`config.mk`:
```
export PLATFORM = sky130hd
export DESIGN_NAME = bist_controller_flat
export DESIGN_NICKNAME = d
export VERILOG_FILES = /design/src/rtl/bist_controller_if.sv /design/src/rtl/bist_controller.sv /design/src/flat_wrapper.sv
export SDC_FILE = /design/constraint.sdc
export NUM_CORES = 1
export LEC_CHECK = 0
export BUFFER_PORTS_ARGS = -buffer_cell sky130_fd_sc_hd__buf_2
export CORE_UTILIZATION = 52
export CTS_BUF_LIST = sky130_fd_sc_hd__clkbuf_4 sky130_fd_sc_hd__clkbuf_8
export DETAILED_ROUTE_END_ITERATION = 7
export PLACE_DENSITY = 0.93
export SYNTH_ARGS = -nofsm -noshare
export SYNTH_HDL_FRONTEND = slang
export SYNTH_SLANG_ARGS = --single-unit
```
`constraint.sdc`:
```
create_clock -name clk -period 4.2 [get_ports clk]
set_clock_uncertainty 0.15 [all_clocks]
set_input_delay 0.21 -clock clk [delete_from_list [all_inputs] [get_ports clk]]
set_output_delay 0.21 -clock clk [all_outputs]
set_load 0.005 [all_outputs]
```
`src/rtl/bist_controller_if.sv`:
```
// Control/status bundle between the BIST sequencer and the TPG/MISR datapath and chip pins.
// With BIST_SIG_EXPORT_EN defined the bundle also carries the captured signature sig_snap.
interface bist_controller_if #(
    parameter int SIG_W = 49
);
    logic             bistmode;
    logic [SIG_W-1:0] misr_sig;
    logic             tpg_load;
    logic             tpg_en;
    logic             misr_clear;
    logic             misr_en;
    logic             test_mode;
    logic             bistdone;
    logic             bistpass;
`ifdef BIST_SIG_EXPORT_EN
    logic [SIG_W-1:0] sig_snap;
`endif

    modport master (
        input  bistmode,
        input  misr_sig,
        output tpg_load,
        output tpg_en,
        output misr_clear,
        output misr_en,
        output test_mode,
        output bistdone,
        output bistpass
`ifdef BIST_SIG_EXPORT_EN
        , output sig_snap
`endif
    );

    modport slave (
        output bistmode,
        output misr_sig,
        input  tpg_load,
        input  tpg_en,
        input  misr_clear,
        input  misr_en,
        input  test_mode,
        input  bistdone,
        input  bistpass
`ifdef BIST_SIG_EXPORT_EN
        , input sig_snap
`endif
    );
endinterface

```
`src/rtl/bist_controller.sv`:
```
// BIST sequencer: seeds/steps the TPG, gates the MISR across CUT latency, compares the signature.
// Optional feature macro: BIST_SIG_EXPORT_EN (adds the sig_snap signature capture register).
module bist_controller #(
    parameter int               NUM_PATTERNS = 1024,
    parameter int               CUT_LAT      = 1,
    parameter int               SIG_W        = 49,
    parameter logic [SIG_W-1:0] GOLDEN_SIG   = {SIG_W{1'b0}}
) (
    input logic         clk,
    input logic         rst,
    bist_controller_if.master bus
);

    localparam int              CNT_W      = $clog2(NUM_PATTERNS + 1);
    localparam int              LAT_LAST_I = (CUT_LAT > 32'sd0) ? (CUT_LAT - 32'sd1) : 32'sd0;
    localparam logic [CNT_W-1:0] PAT_LAST  = CNT_W'(NUM_PATTERNS - 32'sd1);
    localparam logic [CNT_W-1:0] LAT_C     = CNT_W'(CUT_LAT);
    localparam logic [CNT_W-1:0] LAT_LAST  = CNT_W'(LAT_LAST_I);
    localparam logic [CNT_W-1:0] CNT_ONE   = CNT_W'(32'sd1);
    localparam logic            LAT_ZERO   = (CUT_LAT == 32'sd0);

    typedef enum logic [2:0] {
        S_IDLE    = 3'd0,
        S_SEED    = 3'd1,
        S_RUN     = 3'd2,
        S_FLUSH   = 3'd3,
        S_COMPARE = 3'd4,
        S_DONE    = 3'd5
    } state_t;

    state_t           r_state;
    state_t           w_state_nxt;
    logic [CNT_W-1:0] r_cnt;
    logic [CNT_W-1:0] w_cnt_nxt;
    logic             r_tpg_load, r_tpg_en, r_misr_clear, r_misr_en;
    logic             r_test_mode, r_bistdone, r_bistpass;
    logic             w_tpg_load, w_tpg_en, w_misr_clear, w_misr_en;
    logic             w_test_mode, w_bistdone, w_bistpass;
    logic             w_sig_match;
    logic [SIG_W-1:0] r_sig_snap;
    logic [SIG_W-1:0] w_sig_snap;

    assign w_sig_match = (bus.misr_sig == GOLDEN_SIG);

    // Next-state and pattern/flush counter; a dropped bistmode aborts from any active state.
    always_comb begin
        w_state_nxt = r_state;
        w_cnt_nxt   = r_cnt;
        case (r_state)
            S_IDLE: begin
                w_cnt_nxt   = {CNT_W{1'b0}};
                w_state_nxt = bus.bistmode ? S_SEED : S_IDLE;
            end
            S_SEED: begin
                w_cnt_nxt   = {CNT_W{1'b0}};
                w_state_nxt = bus.bistmode ? S_RUN : S_IDLE;
            end
            S_RUN: begin
                if (!bus.bistmode) begin
                    w_state_nxt = S_IDLE;
                    w_cnt_nxt   = {CNT_W{1'b0}};
                end else if (r_cnt == PAT_LAST) begin
                    w_state_nxt = LAT_ZERO ? S_COMPARE : S_FLUSH;
                    w_cnt_nxt   = {CNT_W{1'b0}};
                end else begin
                    w_cnt_nxt   = r_cnt + CNT_ONE;
                end
            end
            S_FLUSH: begin
                if (!bus.bistmode) begin
                    w_state_nxt = S_IDLE;
                    w_cnt_nxt   = {CNT_W{1'b0}};
                end else if (r_cnt == LAT_LAST) begin
                    w_state_nxt = S_COMPARE;
                    w_cnt_nxt   = {CNT_W{1'b0}};
                end else begin
                    w_cnt_nxt   = r_cnt + CNT_ONE;
                end
            end
            S_COMPARE: w_state_nxt = bus.bistmode ? S_DONE : S_IDLE;
            S_DONE:    w_state_nxt = bus.bistmode ? S_DONE : S_IDLE;
            default: begin
                w_state_nxt = S_IDLE;
                w_cnt_nxt   = {CNT_W{1'b0}};
            end
        endcase
    end

    // Moore outputs decoded from the upcoming state so they can be registered alongside it.
    always_comb begin
        w_tpg_load   = 1'b0;
        w_tpg_en     = 1'b0;
        w_misr_clear = 1'b0;
        w_misr_en    = 1'b0;
        w_test_mode  = 1'b0;
        w_bistdone   = 1'b0;
        w_bistpass   = 1'b0;
        w_sig_snap   = {SIG_W{1'b0}};
        case (w_state_nxt)
            S_SEED: begin
                w_tpg_load   = 1'b1;
                w_misr_clear = 1'b1;
                w_test_mode  = 1'b1;
            end
            S_RUN: begin
                w_tpg_en    = 1'b1;
                w_test_mode = 1'b1;
                w_misr_en   = LAT_ZERO | (w_cnt_nxt >= LAT_C);
            end
            S_FLUSH: begin
                w_misr_en   = 1'b1;
                w_test_mode = 1'b1;
            end
            S_COMPARE: w_test_mode = 1'b1;
            S_DONE: begin
                w_test_mode = 1'b1;
                w_bistdone  = 1'b1;
                // misr_sig is only looked at on the COMPARE -> DONE edge; DONE just holds.
                w_bistpass  = (r_state == S_COMPARE) ? w_sig_match  : r_bistpass;
                w_sig_snap  = (r_state == S_COMPARE) ? bus.misr_sig : r_sig_snap;
            end
            default: w_test_mode = 1'b0;
        endcase
    end

    // State, counter and output registers.
    always_ff @(posedge clk or negedge rst) begin
        if (!rst) begin
            r_state      <= S_IDLE;
            r_cnt        <= {CNT_W{1'b0}};
            r_tpg_load   <= 1'b0;
            r_tpg_en     <= 1'b0;
            r_misr_clear <= 1'b0;
            r_misr_en    <= 1'b0;
            r_test_mode  <= 1'b0;
            r_bistdone   <= 1'b0;
            r_bistpass   <= 1'b0;
            r_sig_snap   <= {SIG_W{1'b0}};
        end else begin
            r_state      <= w_state_nxt;
            r_cnt        <= w_cnt_nxt;
            r_tpg_load   <= w_tpg_load;
            r_tpg_en     <= w_tpg_en;
            r_misr_clear <= w_misr_clear;
            r_misr_en    <= w_misr_en;
            r_test_mode  <= w_test_mode;
            r_bistdone   <= w_bistdone;
            r_bistpass   <= w_bistpass;
            r_sig_snap   <= w_sig_snap;
        end
    end

    assign bus.tpg_load   = r_tpg_load;
    assign bus.tpg_en     = r_tpg_en;
    assign bus.misr_clear = r_misr_clear;
    assign bus.misr_en    = r_misr_en;
    assign bus.test_mode  = r_test_mode;
    assign bus.bistdone   = r_bistdone;
    assign bus.bistpass   = r_bistpass;
`ifdef BIST_SIG_EXPORT_EN
    assign bus.sig_snap   = r_sig_snap;
`else
    logic w_snap_unused;
    assign w_snap_unused = ^r_sig_snap;
`endif

endmodule

```
`src/flat_wrapper.sv`:
```
// flat-port wrapper written by rule: the top's interface ports become plain ports
module bist_controller_flat 
#(
    parameter int               NUM_PATTERNS = 1024,
    parameter int               CUT_LAT      = 1,
    parameter int               SIG_W        = 49,
    parameter logic [SIG_W-1:0] GOLDEN_SIG   = {SIG_W{1'b0}}
)
  (clk, rst, bus_bistmode, bus_misr_sig, bus_tpg_load, bus_tpg_en, bus_misr_clear, bus_misr_en, bus_test_mode, bus_bistdone, bus_bistpass);
  bist_controller_if #(.SIG_W(SIG_W)) bus_i ();
  input logic clk;
  input logic rst;
  input wire logic [$bits(bus_i.bistmode)-1:0] bus_bistmode;
  input wire logic [$bits(bus_i.misr_sig)-1:0] bus_misr_sig;
  output wire logic [$bits(bus_i.tpg_load)-1:0] bus_tpg_load;
  output wire logic [$bits(bus_i.tpg_en)-1:0] bus_tpg_en;
  output wire logic [$bits(bus_i.misr_clear)-1:0] bus_misr_clear;
  output wire logic [$bits(bus_i.misr_en)-1:0] bus_misr_en;
  output wire logic [$bits(bus_i.test_mode)-1:0] bus_test_mode;
  output wire logic [$bits(bus_i.bistdone)-1:0] bus_bistdone;
  output wire logic [$bits(bus_i.bistpass)-1:0] bus_bistpass;
  assign bus_i.bistmode = bus_bistmode;
  assign bus_i.misr_sig = bus_misr_sig;
  assign bus_tpg_load = bus_i.tpg_load;
  assign bus_tpg_en = bus_i.tpg_en;
  assign bus_misr_clear = bus_i.misr_clear;
  assign bus_misr_en = bus_i.misr_en;
  assign bus_test_mode = bus_i.test_mode;
  assign bus_bistdone = bus_i.bistdone;
  assign bus_bistpass = bus_i.bistpass;
  bist_controller #(.NUM_PATTERNS(NUM_PATTERNS), .CUT_LAT(CUT_LAT), .SIG_W(SIG_W), .GOLDEN_SIG(GOLDEN_SIG)) u_core (.clk(clk), .rst(rst), .bus(bus_i));
endmodule
```
# Word level (Yosys, flattened, before mapping)
# Cells that the tools add are included.
[totals]
ff_bits = 20
input_bits = 52
out_inout_bits = 7
elab_cells = 47
[classes]
n_addsub = 1
order_cmp = 1
n_eq_ne = 12
mux = 20
n_reduce_logical = 5
[op_table]
columns = ["op", "n"]
rows = [
  ["$logic_not 49->1", 1],
  ["$mux 11", 4],
  ["$pmux 11 s3", 1],
  ["$mux 3", 5],
  ["$pmux 3 s5", 1],
  ["$eq 3x2->1 const B", 4],
  ["$eq 3x3->1 const B", 4],
  ["$add 11x1->11 const B", 1],
  ["$eq 11x10->1 const B", 1],
  ["$ge 11x1->1 const B", 1],
  ["$logic_not 11->1", 1],
  ["$mux 1", 7],
  ["$eq 3x1->1 const B", 2],
  ["$reduce_or 5->1", 1],
  ["$logic_not 3->1", 1],
  ["$mux 2", 1],
  ["$ne 2x1->1 const B", 1],
  ["$pmux 1 s2", 1],
  ["$reduce_or 2->1", 1],
]

# Depth between registers and ports, before layout
# Gate-level depths: netlist of the first run.
[depth]
depth_word = 7
mapped_depth = 8
depth_no_buf = 8

# Worst setup path after synthesis of the first run
# No wires, ideal clock.
[synth_timing]
kind = "register -> register"
from = "register u_core.r_cnt[1]"
to = "register u_core.r_misr_en (netlist: u_core.bus.misr_en)"
arrival_time_ns = 1.971
required_ns = 3.915
setup_slack_ns = 1.945
path_stages_with_launch = 8
path_buffers = 0
cell_sequence = "dfrtp_1 > ha_1 > nand3_2 > or4_4 > nand3_4 > o21ai_2 > a2111oi_4 > a21oi_1"
[synth_between]
elab_chain_len = 6
[synth_lines]
columns = ["item", "line", "text"]
rows = [
  ["start: declaration", "bist_controller.sv:33", "logic [CNT_W-1:0] r_cnt;"],
  ["start signal: assignment", "bist_controller.sv:130", "r_cnt <= {CNT_W{1'b0}};"],
  ["start signal: assignment", "bist_controller.sv:141", "r_cnt <= w_cnt_nxt;"],
  ["$add 11x1->11 (tied with other cells)", "bist_controller.sv:66, bist_controller.sv:77", ""],
  ["$mux 11 (tied with other cells)", "bist_controller.sv:73", "end else if (r_cnt == LAT_LAST) begin"],
  ["$mux 11 (tied with other cells)", "bist_controller.sv:70", "if (!bus.bistmode) begin"],
  ["$pmux 11 s3 / $pmux 3 s5 (equally long branches)", "bist_controller.sv:49", "case (r_state)"],
  ["$ge 11x1->1 / $eq 3x2->1 (equally long branches)", "bist_controller.sv:108, bist_controller.sv:99", ""],
  ["$pmux 1 s2 (*)", "bist_controller.sv:99", "case (w_state_nxt)"],
  ["net u_core.w_misr_en", "bist_controller.sv:37", "logic w_tpg_load, w_tpg_en, w_misr_clear, w_misr_en;"],
  ["end signal: assignment", "bist_controller.sv:145", "r_misr_en <= w_misr_en;"],
  ["end: declaration", "bist_controller.sv:35", "logic r_tpg_load, r_tpg_en, r_misr_clear, r_misr_en;"],
]
# Mark *: on every way through the listed nets, which the timed path passes. The rest lies on a longest branch.
# A chain may end at the register's enable or synchronous reset.

# Worst setup path after layout of the first run
[layout_timing]
from = "register u_core.r_cnt[0]"
to = "register u_core.r_misr_en (netlist: u_core.bus.misr_en)"
# The elaborated chain is that of the path after synthesis.

==> results of run 1 <==
critical path, cell delays in order (launching register included):
cell and delay [ps]:
dfrtp_1 420, inv_1 140, ha_1 170, nor4b_2 260
nand4_1 370, nand3_4 270, a22oi_1 120, nor4_1 360
a21oi_1 110
final cells by class:
cell class / instances / share of cell area
inverters: 9 / 0.02024
flip-flops and latches: 20 / 0.2999
clock buffers: 3 / 0.01349
multi-input cells: 111 / 0.4640
well taps: 30 / 0.02249
repair buffers: 59 / 0.1799
per-stage QoR:
stage	util	total power (W)
floorplan	-	0.0002666
detailed placement	0.6667	0.0003110
global route	0.6799	0.0004171
CTS	0.6799	0.0003982
global placement	0.6667	0.0003090
finish	0.6799	0.0004006
worst max path at each step:
stage,to,cells after the start
finish,u_core.bus.misr_en,8
global route,u_core.bus.misr_en,8
CTS,u_core.bus.misr_en,8
detailed placement,u_core.bus.misr_en,8
global placement,u_core.bus.misr_en,7
floorplan,u_core.bus.misr_en,7
power breakdown:
group | switching (W) | internal (W) | total (W)
Clock | 0.0000580 | 0.0000334 | 0.0000914
Sequential | 0.00000907 | 0.000202 | 0.000211
Combinational | 0.0000530 | 0.0000455 | 0.0000985
metal layers:
metal / vias up / wire (microns) / GRT usage
met3: 11 / 346 / 0.03188
met2: 87 / 1981 / 0.5042
met4: 0 / 85 / 0.1184
li1: 681 / - / -
met5: - / 0 / 0
met1: 679 / 1438 / 0.3267
logic make-up after synthesis:
group	after synthesis	synth area share
adder cells (fa/ha/maj)	2	0.01862
XOR/XNOR	1	0.006519
buffers and inverters	16	0.05120
AND/OR/NAND/NOR	69	0.3147
flip-flops	20	0.3724
AO/OA/AOI/OAI	38	0.2291
multiplexers	1	0.007449
cell usage after synthesis (2+ instances only):
library cell,number
clkbuf_1,4
buf_4,2
nand2b_1,3
o2bb2ai_1,2
nor2_1,7
nand3_4,2
o21ai_0,8
o21ai_1,2
a22o_1,2
o41ai_1,2
nor2b_1,2
ha_1,2
and2_1,3
nor4_1,15
dfrtp_1,20
nand4b_1,2
inv_1,9
and3_1,2
nor3_1,6
a21oi_1,3
nand4_1,6
nand3_1,3
nand2_1,13
registers in the layout, indices dropped and copies added, names as in the netlist:
signal                flops
u_core.bus.bistdone       1
u_core.bus.bistpass       1
u_core.bus.misr_en        1
u_core.bus.test_mode      1
u_core.bus.tpg_en         1
u_core.bus.tpg_load       1
u_core.r_cnt             11
u_core.r_state            3
timing repair:
| action | in CTS | in global routing |
|---|---|---|
| endpoints found under the hold margin | 20 | 0 |
| hold buffers | 1 | 0 |
| resized for setup | 0 | 0 |
==> flow_metrics.tcl, run 1 <==
set metrics [dict create \
    timing.rr.end "u_core.bus.misr_en" \
    hold_violations 0 \
    portBuffers 58 \
    synth_edf_count 0 \
    cts_setup_buffers 0 \
    grt_max_degree 21 \
    cp_data_required_time_ps 4220 \
    hold_start "bus_bistmode" \
    drv_slew 0 \
    rsz0062_at_grt "no" \
    drt_iter0_markers 44 \
    setup_violations 0 \
    yosysTopAreaCell "dfrtp_1" \
    critPathKind "flip-flop to flip-flop" \
    grt_pass1_vias 1298 \
    dpl-instance-area_sq_um 1637 \
    crit_arrival_ps 2530 \
    dp_slack_ps 1709 \
    max-clock-path-buffers 2 \
    vias 1458 \
    setup_tns_ps 0 \
    htree_num_levels 1 \
    max_slew_margin 0.4718 \
    wl_per_cell_microns 16.60 \
    synth.area.top_cells "dfrtp_1 37%, nor4_1 7.0%, nand2_1 3.6%" \
    cts_root_buf "clkbuf_4" \
    crit_start "u_core.r_cnt[0]" \
    hold_depth 2 \
    setup_slack_ps 1688 \
    vias_per_cell 6.284 \
    wl_microns 3852 \
    avgSynthCellArea_sq_um 9.141 \
    power.density_nw_per_um2 240.0 \
    die_w_microns 52.84 \
    core_area_sq_um 2455 \
    reg2reg_slack_ps 1690 \
    dr.pass1.iters 4 \
    grt_pass1_wl_microns 5554 \
    cts_num_sinks 20 \
    synth_ff_type "dfrtp_1" \
    die_area_sq_um 2792 \
    remaining_drc_errors 0 \
    p_leak_nw 0.7814 \
    grt_usage 0.2787 \
    maxCapViolCount 0 \
    fmax_mhz 398.1 \
    ir_drop_v 0.0002321 \
    ys_ff_latch 20 \
    drive_gt1_frac 0.3515 \
    syn_to_final_growth_pct 24.21 \
    grt_overflow 0 \
    synth_top_area_share 0.3724 \
    min_to "u_core.r_state[2]" \
    cts_buffers 3 \
    path_clk_slew_ps 120 \
    gp_congestion 0.9256 \
    hpwl_microns 2966 \
    min_path_type "primary input to flip-flop" \
    path_max_fanout 8 \
    place_inst 228 \
    mostFrequentLayoutCells "58 x buf_2, 20 x dfrtp_1, 15 x nor4_1" \
    final_common_cell "buf_2" \
    fillCellCount 207 \
    antenna_found_initial 0 \
    io_pins 59 \
    synth_fp_nets 201 \
    worstSkewPairLatency_ps 300 \
    postLayoutCellArea_sq_um 1669 \
    fin_crit_ps 2512 \
    seq_area_frac_synth 0.3724 \
    worstRegToRegCells 8 \
    async_flop_share 1.000 \
    regArea_sq_um 500.5 \
    num_antenna_cells 0 \
    multi_input_area_sq_um 774.5 \
    end_kind "flip-flop" \
    fin_cells 232 \
    start_kind "flip-flop" \
    period_share 0.5981 \
    r2r-start "u_core.r_cnt[0]" \
    cts_tree "done" \
    status "finished clean" \
    synth_area_sq_um 1344 \
    ys_warn_count 0 \
    hold-worst-slack_ps 30.81 \
    start_util 0.5474 \
    rows 18 \
    tightest_slew_ps 790.7 \
    ant_nets 0 \
    die_y_microns 52.84 \
    ys_types 50 \
    syn_inst 147 \
    finish.net_count 258 \
]
Note: power is estimated with default switching activity, not from simulation.
==> run 2: changes to the inputs <==
--- a/config.mk
+++ b/config.mk
@@ -6,10 +6,10 @@
 export NUM_CORES = 1
 export LEC_CHECK = 0
 export BUFFER_PORTS_ARGS = -buffer_cell sky130_fd_sc_hd__buf_2
-export CORE_UTILIZATION = 52
+export CORE_UTILIZATION = 44
 export CTS_BUF_LIST = sky130_fd_sc_hd__clkbuf_4 sky130_fd_sc_hd__clkbuf_8
 export DETAILED_ROUTE_END_ITERATION = 7
-export PLACE_DENSITY = 0.93
+export PLACE_DENSITY = 0.84
 export SYNTH_ARGS = -nofsm -noshare
 export SYNTH_HDL_FRONTEND = slang
 export SYNTH_SLANG_ARGS = --single-unit
==> constraint.sdc (replaced) <==
create_clock -name clk -period 2 [get_ports clk]
set_clock_uncertainty 0.15 [all_clocks]
set_input_delay 0.1 -clock clk [delete_from_list [all_inputs] [get_ports clk]]
set_output_delay 0.1 -clock clk [all_outputs]
set_load 0.005 [all_outputs]
==> run 2 against run 1 <==
The run now ends with design-rule violations, negative setup slack left; count of clock-buffer cells in the layout did not move; worst setup slack lost 1900 ps; via count increased by 13%; flip-flop and latch count did not move; combinational power rose to 3.4 times the previous value; core utilization rose by 9.7 points; sequential power is 110% higher; global-route usage is 0.74 points lower; die area up 17%; non-clock buffer count up 46; largest power group unchanged.
==> flow_metrics.tcl, run 2 (synthesis results as in run 1) <==
set metrics [dict create \
    grt_pass1_wl_microns 6734 \
    min_path_type "primary input to flip-flop" \
    fin_crit_ps 2230 \
    worstRegToRegCells 8 \
    path_max_fanout 3 \
    portBuffers 58 \
    cp_data_required_time_ps 2050 \
    clkPwrFrac 0.306 \
    status "finished, violations left" \
    reg2reg_slack_ps -230 \
    drive_gt1_frac 0.5341 \
    start_kind "flip-flop" \
    violations "design-rule violations, negative setup slack" \
    die_y_microns 57.27 \
    p_leak_nw 1.061 \
    drv_slew 0 \
    final_common_cell "buf_2" \
    setup_tns_ps -724.0 \
    syn_to_final_growth_pct 63.59 \
    swShare 0.2760 \
    io_pins 59 \
    endpoint "u_core.bus.misr_en" \
    finish.net_count 304 \
    hpwl_microns 3152 \
    end_kind "flip-flop" \
    met1_usage 0.3382 \
    fmax_mhz 448.5 \
    setup_violations 7 \
    cts_root_buf "clkbuf_4" \
    die_w_microns 57.27 \
    core_area_sq_um 2829 \
    grt.busiest_layer "met2" \
    rsz0062_at_grt "yes" \
    pwr-share-seq 0.395 \
    top_regs "u_core.r_cnt (11), u_core.r_state (3)" \
    num_antenna_cells 0 \
    gp_congestion 0.9345 \
    hold_violations 0 \
    die_area_sq_um 3279 \
    timing.rr.end "u_core.bus.misr_en" \
    total_power_w 0.001108 \
    grt.met2_usage 0.4807 \
    cts_buffers 3 \
    power.density_nw_per_um2 504.2 \
    p_sw_w 0.0003059 \
    largest_reg_flops 11 \
    maxCapViolCount 0 \
    use_met3 0.04535 \
    rows 19 \
    remaining_drc_errors 8 \
    worstSkewPairLatency_ps 310 \
    mostFrequentLayoutCells "58 x buf_2, 37 x buf_4, 20 x dfrtp_1" \
    r2r-start "u_core.r_cnt[0]" \
    p_int_w 0.0008025 \
    setup_slack_ps -229.8 \
    hold_depth 5 \
    combPwrFrac 0.299 \
    dp_slack_ps -264.7 \
    ant_nets 0 \
    vias_per_cell 5.871 \
    wl_microns 4523 \
    grt_pass1_vias 1513 \
    tightest_slew_ps 501.1 \
    cts_tree "done" \
    cts_num_sinks 20 \
    critPathKind "flip-flop to flip-flop" \
    ir_drop_v 0.0004953 \
    wl_per_cell_microns 16.15 \
    drt_iter0_markers 82 \
    grt_overflow 0 \
    dr.pass1.iters 7 \
    max_slew_margin 0.6653 \
    crit_arrival_ps 2280 \
    antenna_found_initial 0 \
    crit_start "u_core.r_cnt[0]" \
    path_clk_slew_ps 120 \
    grt_usage 0.2712 \
    start_util 0.4750 \
    htree_num_levels 1 \
    vias 1644 \
    max-clock-path-buffers 2 \
    period_share 1.115 \
    grt_max_degree 21 \
    regMostFlops "u_core.r_cnt" \
]
[run 2: how the worst min path moves through the flow]
stage	end	startpoint	slack [ps]
after CTS	u_core.bus.bistpass	bus_misr_sig[12]	40
after global placement	u_core.r_cnt[3]	rst	-80
after floorplan	u_core.bus.bistdone	rst	-350
after global routing	u_core.bus.bistpass	bus_misr_sig[12]	40
after detailed placement	u_core.r_cnt[1]	rst	-70
final	u_core.bus.bistpass	bus_misr_sig[12]	50
[run 2: layout make-up]
class | count | area [sq um]
tap | 31 | 38.79
timing repair buffer | 105 | 678.2
clock inverter | 1 | 30.03
clock buffer | 3 | 22.52
multi-input combinational | 111 | 894.6
sequential | 20 | 500.5
inverter | 9 | 33.78
fill | 195 | 630.6
[run 2: power by group through the flow]
stage | registers, W | logic, W | clock network (W)
2_1_floorplan | 0.000449 | 0.000115 | 0
3_3_place_gp | 0.000446 | 0.000263 | 0
3_5_place_dp | 0.000446 | 0.000268 | 0
4_1_cts | 0.000437 | 0.000300 | 0.000344
5_1_grt | 0.000439 | 0.000355 | 0.000363
6_report | 0.000438 | 0.000331 | 0.000340
[run 2: timing repair]
action / CTS / global route
gates resized for setup: 16 / 11
setup endpoints to repair: 6 / 9
pin swaps: 12 / 7
buffers inserted: 6 / 6
hold buffers: 2 / 0
hold endpoints to repair: 24 / 0
[run 2: worst max-delay path: stages, from the launching register on]
cell	delay (ps)
dfrtp_1	400
buf_6	120
ha_4	150
nand3_4	90
buf_4	160
o211a_1	240
a2111o_1	430
a2111oi_4	280
a21oi_1	100
[run 2: per-stage QoR]
step,instances,utilization,hold WS (ps),area (sq um)
floorplan,147,-,-345.6,1368
global placement,264,0.6793,-76.06,1922
detailed placement,264,0.6793,-67.60,1922
CTS,276,0.7479,41.38,2116
global route,280,0.7771,42.49,2198
finish,280,0.7771,46.77,2198
[run 2: metal layers]
| layer | share of wire | vias up |
|---|---|---|
| li1 | - | 778 |
| met1 | 0.39 | 768 |
| met2 | 0.52 | 87 |
| met3 | 0.076 | 11 |
| met4 | 0.015 | 0 |
| met5 | 0 | - |
==> run 3: changes to the inputs <==
--- a/config.mk
+++ b/config.mk
@@ -6,10 +6,10 @@
 export NUM_CORES = 1
 export LEC_CHECK = 0
 export BUFFER_PORTS_ARGS = -buffer_cell sky130_fd_sc_hd__buf_2
-export CORE_UTILIZATION = 44
+export CORE_UTILIZATION = 52
 export CTS_BUF_LIST = sky130_fd_sc_hd__clkbuf_4 sky130_fd_sc_hd__clkbuf_8
 export DETAILED_ROUTE_END_ITERATION = 7
-export PLACE_DENSITY = 0.84
+export PLACE_DENSITY = 0.93
 export SYNTH_ARGS = -nofsm -noshare
 export SYNTH_HDL_FRONTEND = slang
 export SYNTH_SLANG_ARGS = --single-unit
==> constraint.sdc (replaced) <==
create_clock -name clk -period 2.6 [get_ports clk]
set_clock_uncertainty 0.15 [all_clocks]
set_input_delay 0.13 -clock clk [delete_from_list [all_inputs] [get_ports clk]]
set_output_delay 0.13 -clock clk [all_outputs]
set_load 0.005 [all_outputs]
==> run 3 against run 2 <==
The flow now finishes without violations; global-route usage increased by 2.7 points; sequential power shrank 22%; first-iteration DRC count fell by 41%; die area decreased by 15%.
==> flow_metrics.tcl, run 3 (synthesis results as in run 1) <==
set metrics [dict create \
    wl_met1_microns 1472 \
    core_area_sq_um 2455 \
    status "finished clean" \
    largest_reg_flops 11 \
    path_clk_slew_ps 120 \
    p_leak_nw 0.8051 \
    drive_gt1_frac 0.3623 \
    hold_start "bus_misr_sig[2]" \
    top_regs "u_core.r_cnt (11), u_core.r_state (3)" \
    end_kind "flip-flop" \
    slowest_stage "or4_4" \
    grt_pass1_vias 1298 \
    critPathKind "flip-flop to flip-flop" \
    dr.pass1.iters 4 \
    maxCapViolCount 0 \
    cp_data_required_time_ps 2640 \
    portBuffers 58 \
    gp_congestion 0.9173 \
    vias_per_cell 6.211 \
    vias 1472 \
    regArea_sq_um 500.5 \
    cp_top_family "simple AND/OR/NAND/NOR gates" \
    met2_length_microns 2103 \
    path_max_fanout 8 \
    slowest_delay_ps 600 \
    start_kind "flip-flop" \
    dr_wl_met3_microns 392 \
    multi_input_area_sq_um 774.5 \
    antenna_found_initial 0 \
    wl_microns 4010 \
    num_antenna_cells 0 \
    hpwl_microns 3076 \
    worstSkewPairLatency_ps 320 \
    total_power_w 0.0006673 \
    ir_drop_v 0.0004612 \
    worst-path-buf-inv 0 \
    syn_to_final_growth_pct 27.19 \
    cts_num_sinks 20 \
    ant_nets 0 \
    finish.net_count 263 \
    die_y_microns 52.84 \
    grt_usage 0.2985 \
    setup_tns_ps 0 \
    hold_violations 0 \
    grt_pass1_wl_microns 5865 \
    highest_layer "met4" \
    cts_buffers 3 \
    max-clock-path-buffers 2 \
    drt_iter0_markers 48 \
    cp_cell_sequence "ha_1 -> nand3_2 -> or4_4 -> nand3_4 -> a22oi_2 -> a2111oi_4 -> a21oi_1" \
    io_pins 59 \
    final_common_cell "buf_2" \
    mostFrequentLayoutCells "58 x buf_2, 20 x dfrtp_1, 15 x nor4_1" \
    wl_per_cell_microns 16.92 \
    cts_root_buf "clkbuf_4" \
    die_w_microns 52.84 \
    grt_max_degree 21 \
    fillCellCount 210 \
    start_util 0.5474 \
    rsz0062_at_grt "no" \
    remaining_drc_errors 0 \
    regMostFlops "u_core.r_cnt" \
    min_path_type "primary input to flip-flop" \
    max_slew_margin 0.5220 \
    power.density_nw_per_um2 390.4 \
    rows 18 \
    r2r-start "u_core.r_cnt[1]" \
    htree_num_levels 1 \
    tightest_slew_ps 715.5 \
    setup_violations 0 \
    grt_overflow 0 \
    fin_crit_ps 2430 \
    die_area_sq_um 2792 \
    drv_slew 0 \
    crit_start "u_core.r_cnt[1]" \
    fmax_mhz 411.4 \
    cts_tree "done" \
    period_share 0.9348 \
    crit_arrival_ps 2470 \
    post_cts_resized 0 \
]
==> run 3: cell types whose count changed in the layout (fill, tap and decap cells not counted), sizes merged <==
| cell | previous run | this run |
|---|---|---|
| bufinv | 1 | 0 |
| buf | 103 | 62 |
==> run 3: final cells by class <==
cell class / count / share of cell area
Clock buffer: 3 / 0.01318
Multi-Input combinational cell: 111 / 0.4531
Sequential cell: 20 / 0.2928
Tap cell: 30 / 0.02196
Timing Repair Buffer: 64 / 0.1991
Inverter: 9 / 0.01977
==> run 3: stage by stage <==
| step | utilization | hold WS (ps) | area, sq um | setup slack, ps | cells |
|---|---|---|---|---|---|
| finish | 0.6962 | 89.13 | 1709 | 169.5 | 237 |
| global route | 0.6962 | 128.4 | 1709 | 20.70 | 237 |
| CTS | 0.6932 | 107.9 | 1702 | 122.4 | 236 |
| detailed placement | 0.6758 | -48.80 | 1659 | 138.0 | 231 |
| global placement | 0.6758 | -50.32 | 1659 | 206.9 | 231 |
| floorplan | - | -315.6 | 1344 | 344.6 | 147 |
==> run 3: power breakdown <==
| group | internal (W) | switching (W) | total [W] |
|---|---|---|---|
| clock network | 0.0000543 | 0.000103 | 0.000157 |
| registers | 0.000326 | 0.0000154 | 0.000341 |
| logic | 0.0000793 | 0.0000896 | 0.000169 |
| total | 0.000459 | 0.000208 | 0.000667 |
==> run 3: worst paths after layout <==
kind / endpoint / slack (ps) / depth (start not counted)
setup / recovery: u_core.bus.misr_en / 170 / 7
hold / removal: u_core.bus.bistpass / 90 / 5
setup reg to reg: u_core.bus.misr_en / 170 / 7
hold reg to reg: u_core.bus.tpg_load / 420 / 1
max in group asynchronous: u_core.r_cnt[9] / 1870 / 2
min in group asynchronous: u_core.bus.tpg_en / 120 / 2
==> run 3: worst min-delay path: stages <==
cell and delay [ps]:
buf_2 70, nor4_1 40, nand4_1 60, o41ai_1 70, and2_1 150
==> run 3: layer usage <==
metal / vias up / global-route usage
met3: 5 / 0.04058
met2: 86 / 0.5316
met1: 690 / 0.3626
met4: 0 / 0.1053
met5: - / 0
li1: 691 / -
==> run 3: timing repair <==
| item | CTS | global route |
|---|---|---|
| buffers inserted | 0 | 1 |
| endpoints found under the hold margin | 25 | 0 |
| setup endpoints to repair | 0 | 1 |
| hold buffers | 2 | 0 |
